[config.mk]
export PLATFORM = sky130hd
export DESIGN_NAME = hilo_div_unit
export DESIGN_NICKNAME = d
export VERILOG_FILES = /design/src/rtl/hilo_div_unit.sv
export SDC_FILE = /design/constraint.sdc
export NUM_CORES = 1
export LEC_CHECK = 0
export CAP_MARGIN = 30
export CORE_UTILIZATION = 50
export DETAILED_ROUTE_END_ITERATION = 6
export PLACE_DENSITY = 0.75
export SYNTH_ARGS = -nofsm -noshare
export SYNTH_HDL_FRONTEND = slang
export SYNTH_SLANG_ARGS = --single-unit
[constraint.sdc]
create_clock -name clock -period 3.2 [get_ports clock]
set_input_delay 0.8 -clock clock [delete_from_list [all_inputs] [get_ports clock]]
set_output_delay 0.8 -clock clock [all_outputs]
set_load 0.02 [all_outputs]
[src/rtl/hilo_div_unit.sv]
// HI/LO register pair with an iterative restoring divider for DIV/DIVU.
// Serves MFHI/MFLO reads and stalls the pipeline while a division is in flight.
module hilo_div_unit #(
  parameter int WIDTH = 32,
  parameter int CNT_W = 6
) (
  input  logic             clock,
  input  logic             reset,
  input  logic             div_start,
  input  logic             div_signed,
  input  logic [WIDTH-1:0] dividend,
  input  logic [WIDTH-1:0] divisor,
  input  logic             rd_en,
  input  logic             rd_hi,
  output logic [WIDTH-1:0] rd_data,
  output logic             busy,
  output logic             stall,
  output logic             done,
  output logic             div_zero,
  output logic [WIDTH-1:0] hi,
  output logic [WIDTH-1:0] lo
);

  localparam logic [1:0] S_IDLE = 2'd0;
  localparam logic [1:0] S_CALC = 2'd1;
  localparam logic [1:0] S_FIX  = 2'd2;
  localparam logic [1:0] S_DONE = 2'd3;

  logic [1:0]       state_q, state_d;
  logic [CNT_W-1:0] cnt_q, cnt_d;
  logic [WIDTH-1:0] rem_q, rem_d;
  logic [WIDTH-1:0] quot_q, quot_d;
  logic [WIDTH-1:0] dvs_q, dvs_d;
  logic             neg_quot_q, neg_quot_d;
  logic             neg_rem_q, neg_rem_d;
  logic             dz_op_q, dz_op_d;
  logic             div_zero_q, div_zero_d;
  logic [WIDTH-1:0] hi_q, hi_d;
  logic [WIDTH-1:0] lo_q, lo_d;

  logic [WIDTH:0]   shifted_s;
  logic             ge_s;
  logic             accept_s;

  // Two's-complement negate; magnitude of the most negative value wraps to itself.
  function automatic logic [WIDTH-1:0] neg(input logic [WIDTH-1:0] x);
    return ~x + WIDTH'(1);
  endfunction

  function automatic logic [WIDTH-1:0] mag(input logic [WIDTH-1:0] x, input logic sgn);
    return (sgn && x[WIDTH-1]) ? neg(x) : x;
  endfunction

  assign shifted_s = {rem_q, quot_q[WIDTH-1]};
  assign ge_s      = (shifted_s >= {1'b0, dvs_q});
  assign accept_s  = div_start && ((state_q == S_IDLE) || (state_q == S_DONE));

  always_comb begin
    state_d    = state_q;
    cnt_d      = cnt_q;
    rem_d      = rem_q;
    quot_d     = quot_q;
    dvs_d      = dvs_q;
    neg_quot_d = neg_quot_q;
    neg_rem_d  = neg_rem_q;
    dz_op_d    = dz_op_q;
    div_zero_d = div_zero_q;
    hi_d       = hi_q;
    lo_d       = lo_q;
    case (state_q)
      S_IDLE, S_DONE: begin
        if (accept_s) begin
          if (divisor == '0) begin
            // Divide-by-zero bypasses iteration and sign fix-up: raw dividend to HI.
            state_d    = S_FIX;
            quot_d     = '1;
            rem_d      = dividend;
            neg_quot_d = 1'b0;
            neg_rem_d  = 1'b0;
            dz_op_d    = 1'b1;
          end else begin
            state_d    = S_CALC;
            cnt_d      = '0;
            rem_d      = '0;
            quot_d     = mag(dividend, div_signed);
            dvs_d      = mag(divisor, div_signed);
            neg_quot_d = div_signed && (dividend[WIDTH-1] ^ divisor[WIDTH-1]);
            neg_rem_d  = div_signed && dividend[WIDTH-1];
            dz_op_d    = 1'b0;
          end
        end else begin
          state_d = S_IDLE;
        end
      end
      S_CALC: begin
        quot_d = {quot_q[WIDTH-2:0], ge_s};
        rem_d  = ge_s ? (shifted_s[WIDTH-1:0] - dvs_q) : shifted_s[WIDTH-1:0];
        cnt_d  = cnt_q + CNT_W'(1);
        if (cnt_q == CNT_W'(WIDTH-1)) begin
          state_d = S_FIX;
        end else begin
          state_d = S_CALC;
        end
      end
      S_FIX: begin
        lo_d       = neg_quot_q ? neg(quot_q) : quot_q;
        hi_d       = neg_rem_q ? neg(rem_q) : rem_q;
        div_zero_d = dz_op_q;
        state_d    = S_DONE;
      end
      default: begin
        state_d = S_IDLE;
      end
    endcase
  end

  always_ff @(posedge clock) begin
    if (reset) begin
      state_q    <= S_IDLE;
      cnt_q      <= '0;
      rem_q      <= '0;
      quot_q     <= '0;
      dvs_q      <= '0;
      neg_quot_q <= 1'b0;
      neg_rem_q  <= 1'b0;
      dz_op_q    <= 1'b0;
      div_zero_q <= 1'b0;
      hi_q       <= '0;
      lo_q       <= '0;
    end else begin
      state_q    <= state_d;
      cnt_q      <= cnt_d;
      rem_q      <= rem_d;
      quot_q     <= quot_d;
      dvs_q      <= dvs_d;
      neg_quot_q <= neg_quot_d;
      neg_rem_q  <= neg_rem_d;
      dz_op_q    <= dz_op_d;
      div_zero_q <= div_zero_d;
      hi_q       <= hi_d;
      lo_q       <= lo_d;
    end
  end

  assign busy     = (state_q == S_CALC) || (state_q == S_FIX);
  assign done     = (state_q == S_DONE);
  assign stall    = busy && (div_start || rd_en);
  assign div_zero = div_zero_q;
  assign hi       = hi_q;
  assign lo       = lo_q;
  assign rd_data  = rd_hi ? hi_q : lo_q;

endmodule

Yosys cells after proc, flatten, opt, wreduce, memory -nomap -nowiden --
Index checks and enable logic that the tools add are counted.
Word-level totals: word-level logic and storage cells 68, register bits after elaboration 172, output and inout port bits 100, input port bits 70
Cells by class: order comparisons 1, equal/unequal tests 6, mux-type cells 22, $add $sub $neg 6, bitwise logic cells 6, reduce and logical (&&, ||, !) cells 16
Operator list (number):
- $mux 32 | 10
- $add 32x1->32 const B | 4
- $not 32->32 | 4
- $pmux 32 s2 | 2
- $ge 33x32->1 | 1
- $logic_not 32->1 | 1
- $sub 32x32->32 | 1
- $mux 6 | 2
- $pmux 6 s2 | 1
- $add 6x1->6 const B | 1
- $eq 6x5->1 const B | 1
- $mux 2 | 3
- $pmux 2 s3 | 1
- $reduce_and 3->1 | 2
- $logic_and 1x1->1 | 5
- $eq 2x2->1 const B | 2
- $ne 2x2->1 const B | 2
- $reduce_and 2->1 | 2
- $logic_or 1x1->1 | 3
- $mux 1 | 3
- $eq 2x1->1 const B | 1
- $logic_not 2->1 | 1
- $reduce_bool 2->1 | 1
- $reduce_or 2->1 | 1
- other kinds (2) | 2

Depth between registers and ports, before layout --
depth after elaboration 6, gate-level depth with buffers 14, depth with buffers taken out 13

Least setup slack after synthesis --
Ideal clock, no wire load.
path type input port to flip-flop, start input dividend[17], end register quot_q[29], buffers on the path 0, required time 3.130 ns, stages 8, path slack -0.258 ns, arrival time 3.388 ns, setup time 0.070 ns, cell sequence or4_1 -> or3_1 -> or4_1 -> or4_1 -> o31ai_1 -> xnor2_1 -> o221ai_1 -> a21oi_1
Between the ends: longest elaborated chain between the ends 6
Ends and longest elaborated chain:
- start: declaration | RTL line 11 | input logic [WIDTH-1:0] dividend,
- $not 32->32 | RTL line 47 | return ~x + WIDTH'(1);
- $add 32x1->32 | RTL line 47
- $mux 32 | RTL line 51 | return (sgn && x[WIDTH-1]) ? neg(x) : x;
- $mux 32 | RTL line 73 | if (divisor == '0) begin
- $mux 32 | RTL line 72 | if (accept_s) begin
- $pmux 32 s2 | RTL line 70 | case (state_q)
- end signal: assignment | RTL line 134 | quot_q <= quot_d;
- end: declaration | RTL line 32 | logic [WIDTH-1:0] quot_q, quot_d;
No other way between the ends. The select of a mux whose other input is x is not followed. A chain may end at the register's enable or synchronous reset.

Worst setup path in the final report --
start register rem_q[3], end register hi_q[31], in the netlist hi[31]
Between the ends: longest elaborated chain between the ends 3
Ends and longest elaborated chain:
- start: declaration | RTL line 31 | logic [WIDTH-1:0] rem_q, rem_d;
- start signal: assignment | RTL line 133 | rem_q <= rem_d;
- $not 32->32 | RTL line 47
- $add 32x1->32 | RTL line 47
- $mux 32 | RTL line 107 | hi_d = neg_rem_q ? neg(rem_q) : rem_q;
- end signal: assignment | RTL line 140 | hi_q <= hi_d;
- end: declaration | RTL line 38 | logic [WIDTH-1:0] hi_q, hi_d;
No other way between the ends.

==> flow_summary.json <==
{
  "status": "complete, but fails checks",
  "violations": "setup timing",
  "crit_top_cell": "or4_4",
  "synth_top_family_by_area": "compound AO/OA/AOI/OAI gates",
  "tightest_slew_ps": 629,
  "core_area_um2": 22800,
  "seq_area_frac_synth": 0.295,
  "n_antenna_cell": 0,
  "start_kind": "flip-flop",
  "start_util": 0.513,
  "met3_usage": 0.0387,
  "drc": 0,
  "root_buffer": "clkbuf_16",
  "cts_buffer_depth": 2,
  "overflow": 0,
  "slowest_stage": "or4_4",
  "final.setup.worst_slack_ps": -61.7,
  "top_usage_layer": "met2",
  "max_freq_mhz": 307,
  "io_pins": 170,
  "synth_nets": 1598,
  "rows": 55,
  "hp-class": "reg -> reg",
  "place_congestion": 0.912,
  "antenna_found_initial": 0,
  "wire_per_inst_um": 16.8,
  "slew_violations": 0,
  "drt-total-wl_mm": 35.4,
  "synthAdderAreaFrac": 0.0446,
  "finalCritPeriodShare": 1.02,
  "grt_max_degree": 68,
  "setup_viol": 2,
  "syn_area_um2": 11700,
  "dieWidth_um": 155,
  "drt_iter0_markers": 818,
  "skew_ps": 15.3,
  "final_hold_viol_count": 0,
  "synth_xor_area_frac": 0.108,
  "syn_avg_cell_area_um2": 7.86,
  "path_clk_slew_ps": 70,
  "synth_compound_area_frac": 0.249,
  "use_met1": 0.396,
  "area_growth_pct": 35.6,
  "h-tree-depth": 4,
  "synth_cells": 1487,
  "synth_edf_count": 0,
  "synth_flop_cell": "dfxtp_1",
  "finish.instance_area_um2": 15800,
  "post_route_cells_drive_above_1_share": 0.185,
  "max-slew-margin-rel": 0.581,
  "drtPass1Iterations": 7,
  "pwr_density_cell_nw_per_um2": 444,
  "ant_nets": 0,
  "max_stage_delay_ps": 510,
  "cts_hold_buf": 0,
  "min_period_ps": 3260,
  "dieArea_um2": 24000,
  "yosys_register_bits": 172,
  "yosys.area_share.simple": 0.192,
  "yosys_warnings": 0,
  "setup.worst_path.end_class": "flip-flop",
  "path_cells": "or4_4, nand2b_4, or4_4, or3_4, or4_4, or3_4, o31ai_4, xor2_1, a211oi_2",
  "crit_required_ps": 3500,
  "fillers": 1875,
  "worstPathArrival_ps": 3570,
  "grt.met2_usage": 0.489,
  "die_h_um": 155,
  "p_leak_nw": 6.23,
  "cts_sinks": 172,
  "async_flop_share": 0,
  "vias_per_cell": 5.76,
  "tritoncts.num_buffers": 17,
  "muxShareOfSynthArea": 0.0567,
  "dpl.hpwl_mm": 26.8,
  "cts_tree": "built",
  "grt.total_usage": 0.294,
  "vias": 12100,
  "worstPathMaxFanout": 3,
  "grt_pass1_wl_mm": 57.3,
  "dpl_cell_area_um2": 15100,
  "rsz0062_at_grt": "yes",
  "clk_latency_ps": 440,
  "io_buffers": 169,
  "dp_slack_ps": -665,
  "nets": 1889,
  "yosysUniqueCellTypes": 68,
  "worstSetupPathType": "reg -> reg",
  "first_global_vias": 11400,
  "cap_violations": 0,
  "vdd_drop_max_v": 0.000330
}
[layout by cell type (no fill, tap or decap), drive strengths merged, types with 5 or more instances in the layout]
cell / instances
dlygate4sd2: 33
clkdlybuf4s50: 132
nand3: 32
a221oi: 5
o311a: 10
buf: 208
o41ai: 16
o221ai: 23
nand2: 108
clkbuf: 22
nor2: 195
a21o: 8
a31oi: 13
nor3: 21
nand4: 5
nor2b: 7
xor2: 81
xnor2: 63
a21oi: 125
dfxtp: 172
mux2: 33
ha: 40
nand2b: 13
o31ai: 30
and3: 11
o211ai: 16
o21ai: 60
and2: 8
nor4: 15
mux2i: 29
or3: 21
a211oi: 97
inv: 61
or4: 21
[where the power goes]
part / internal, mW / leakage, nW / switching [mW] / total (mW)
sequential: 2.26 / 1.40 / 0.124 / 2.38
clock: 1.06 / 0.281 / 1.01 / 2.07
combinational: 1.19 / 4.54 / 1.39 / 2.58
total: 4.50 / 6.23 / 2.52 / 7.02
[metrics by stage]
step                 util  total power, mW  hold WS (ps)  TNS (ps)  instances
global route        0.695             7.38           516      -225       2104
floorplan               -             3.89           436      -274       1487
CTS                 0.687             6.89           489     -70.1       2100
detailed placement  0.661             4.83           482    -18490       2066
global placement    0.661             4.79           472    -14250       2066
finish              0.695             7.02           483     -90.8       2104
[state kept, by name, indices dropped and copies added (netlist names)]
| name | cells |
|---|---|
| quot_q | 32 |
| neg_quot_q | 1 |
| lo | 32 |
| rem_q | 32 |
| state_q | 2 |
| dvs_q | 32 |
| cnt_q | 6 |
| hi | 32 |
| div_zero | 1 |
| dz_op_q | 1 |
| neg_rem_q | 1 |
[final cells by class]
class | count | area, µm² | share of cell area
flip-flops and latches | 172 | 3440 | 0.217
clock inverters | 14 | 145 | 0.00916
well taps | 313 | 392 | 0.0247
inverters | 53 | 199 | 0.0126
repair buffers | 378 | 3370 | 0.213
clock buffers | 18 | 439 | 0.0277
multi-input cells | 1156 | 7840 | 0.495
[path summary, 6_finish.rpt]
kind,from,to,slack (ps),depth (start not counted)
max,rem_q[3],hi[31],-60,9
min,dz_op_q,dz_op_q,480,2
max reg2reg,rem_q[3],hi[31],-60,9
min reg2reg,dz_op_q,dz_op_q,480,2
[cells by family (layout without fill, tap and decap cells)]
kind of cell / Yosys count / in the layout
DFF: 172 / 172
buffers and inverters: 159 / 463
AOI/OAI and AO/OA: 434 / 434
and+or+nand+nor: 475 / 475
xor gates and xnor gates: 144 / 144
muxes: 62 / 62
adders and majority gates: 41 / 41
[timing repair]
item | in CTS | in global routing
pin swaps | 9 | 12
resized for setup | 43 | 30
endpoints found under the setup margin | 42 | 20
buffers inserted | 2 | 1
gates cloned | 0 | 2
[Yosys cell counts (all sizes together) (3+ instances only)]
cell type  instances  area share
and3              11      0.0059
mux2i             29       0.025
or3               21       0.012
and2               8      0.0043
xor2              81       0.061
dfxtp            172        0.29
nor4              15      0.0080
o2111ai            3      0.0022
nand3             32       0.014
buf               17      0.0089
o21a               4      0.0026
ha                40       0.043
o311a             10      0.0086
o21ai             60       0.026
o221ai            23       0.017
o41ai             16       0.012
xnor2             63       0.047
a211oi            97       0.062
o211ai            16       0.010
inv               53       0.017
nand2b            13      0.0076
nor3              21      0.0090
a31oi             13      0.0070
nor2             195       0.063
mux2              33       0.032
nor4b              4      0.0030
a221oi             5      0.0037
or2                4      0.0021
nand4              5      0.0027
o31ai             30       0.021
or4               21       0.015
clkbuf            87       0.028
a21oi            125       0.054
nand2            108       0.035
a2111oi            3      0.0022
a22oi              4      0.0026
a21o               8      0.0051
nor2b              7      0.0037
[metal layers]
layer	up-vias	routed length, µm
met2	435	16300
met5	-	0
met4	0	859
li1	6021	-
met1	5609	16100
met3	53	2090
[critical path: cells and delay by family (launching register included)]
kind            cells  cell delay (ps)
flops               1              340
simple gates        6             2280
compound gates      2              270
xor+xnor            1              220
No activity file was read; power rests on OpenSTA's default activity.
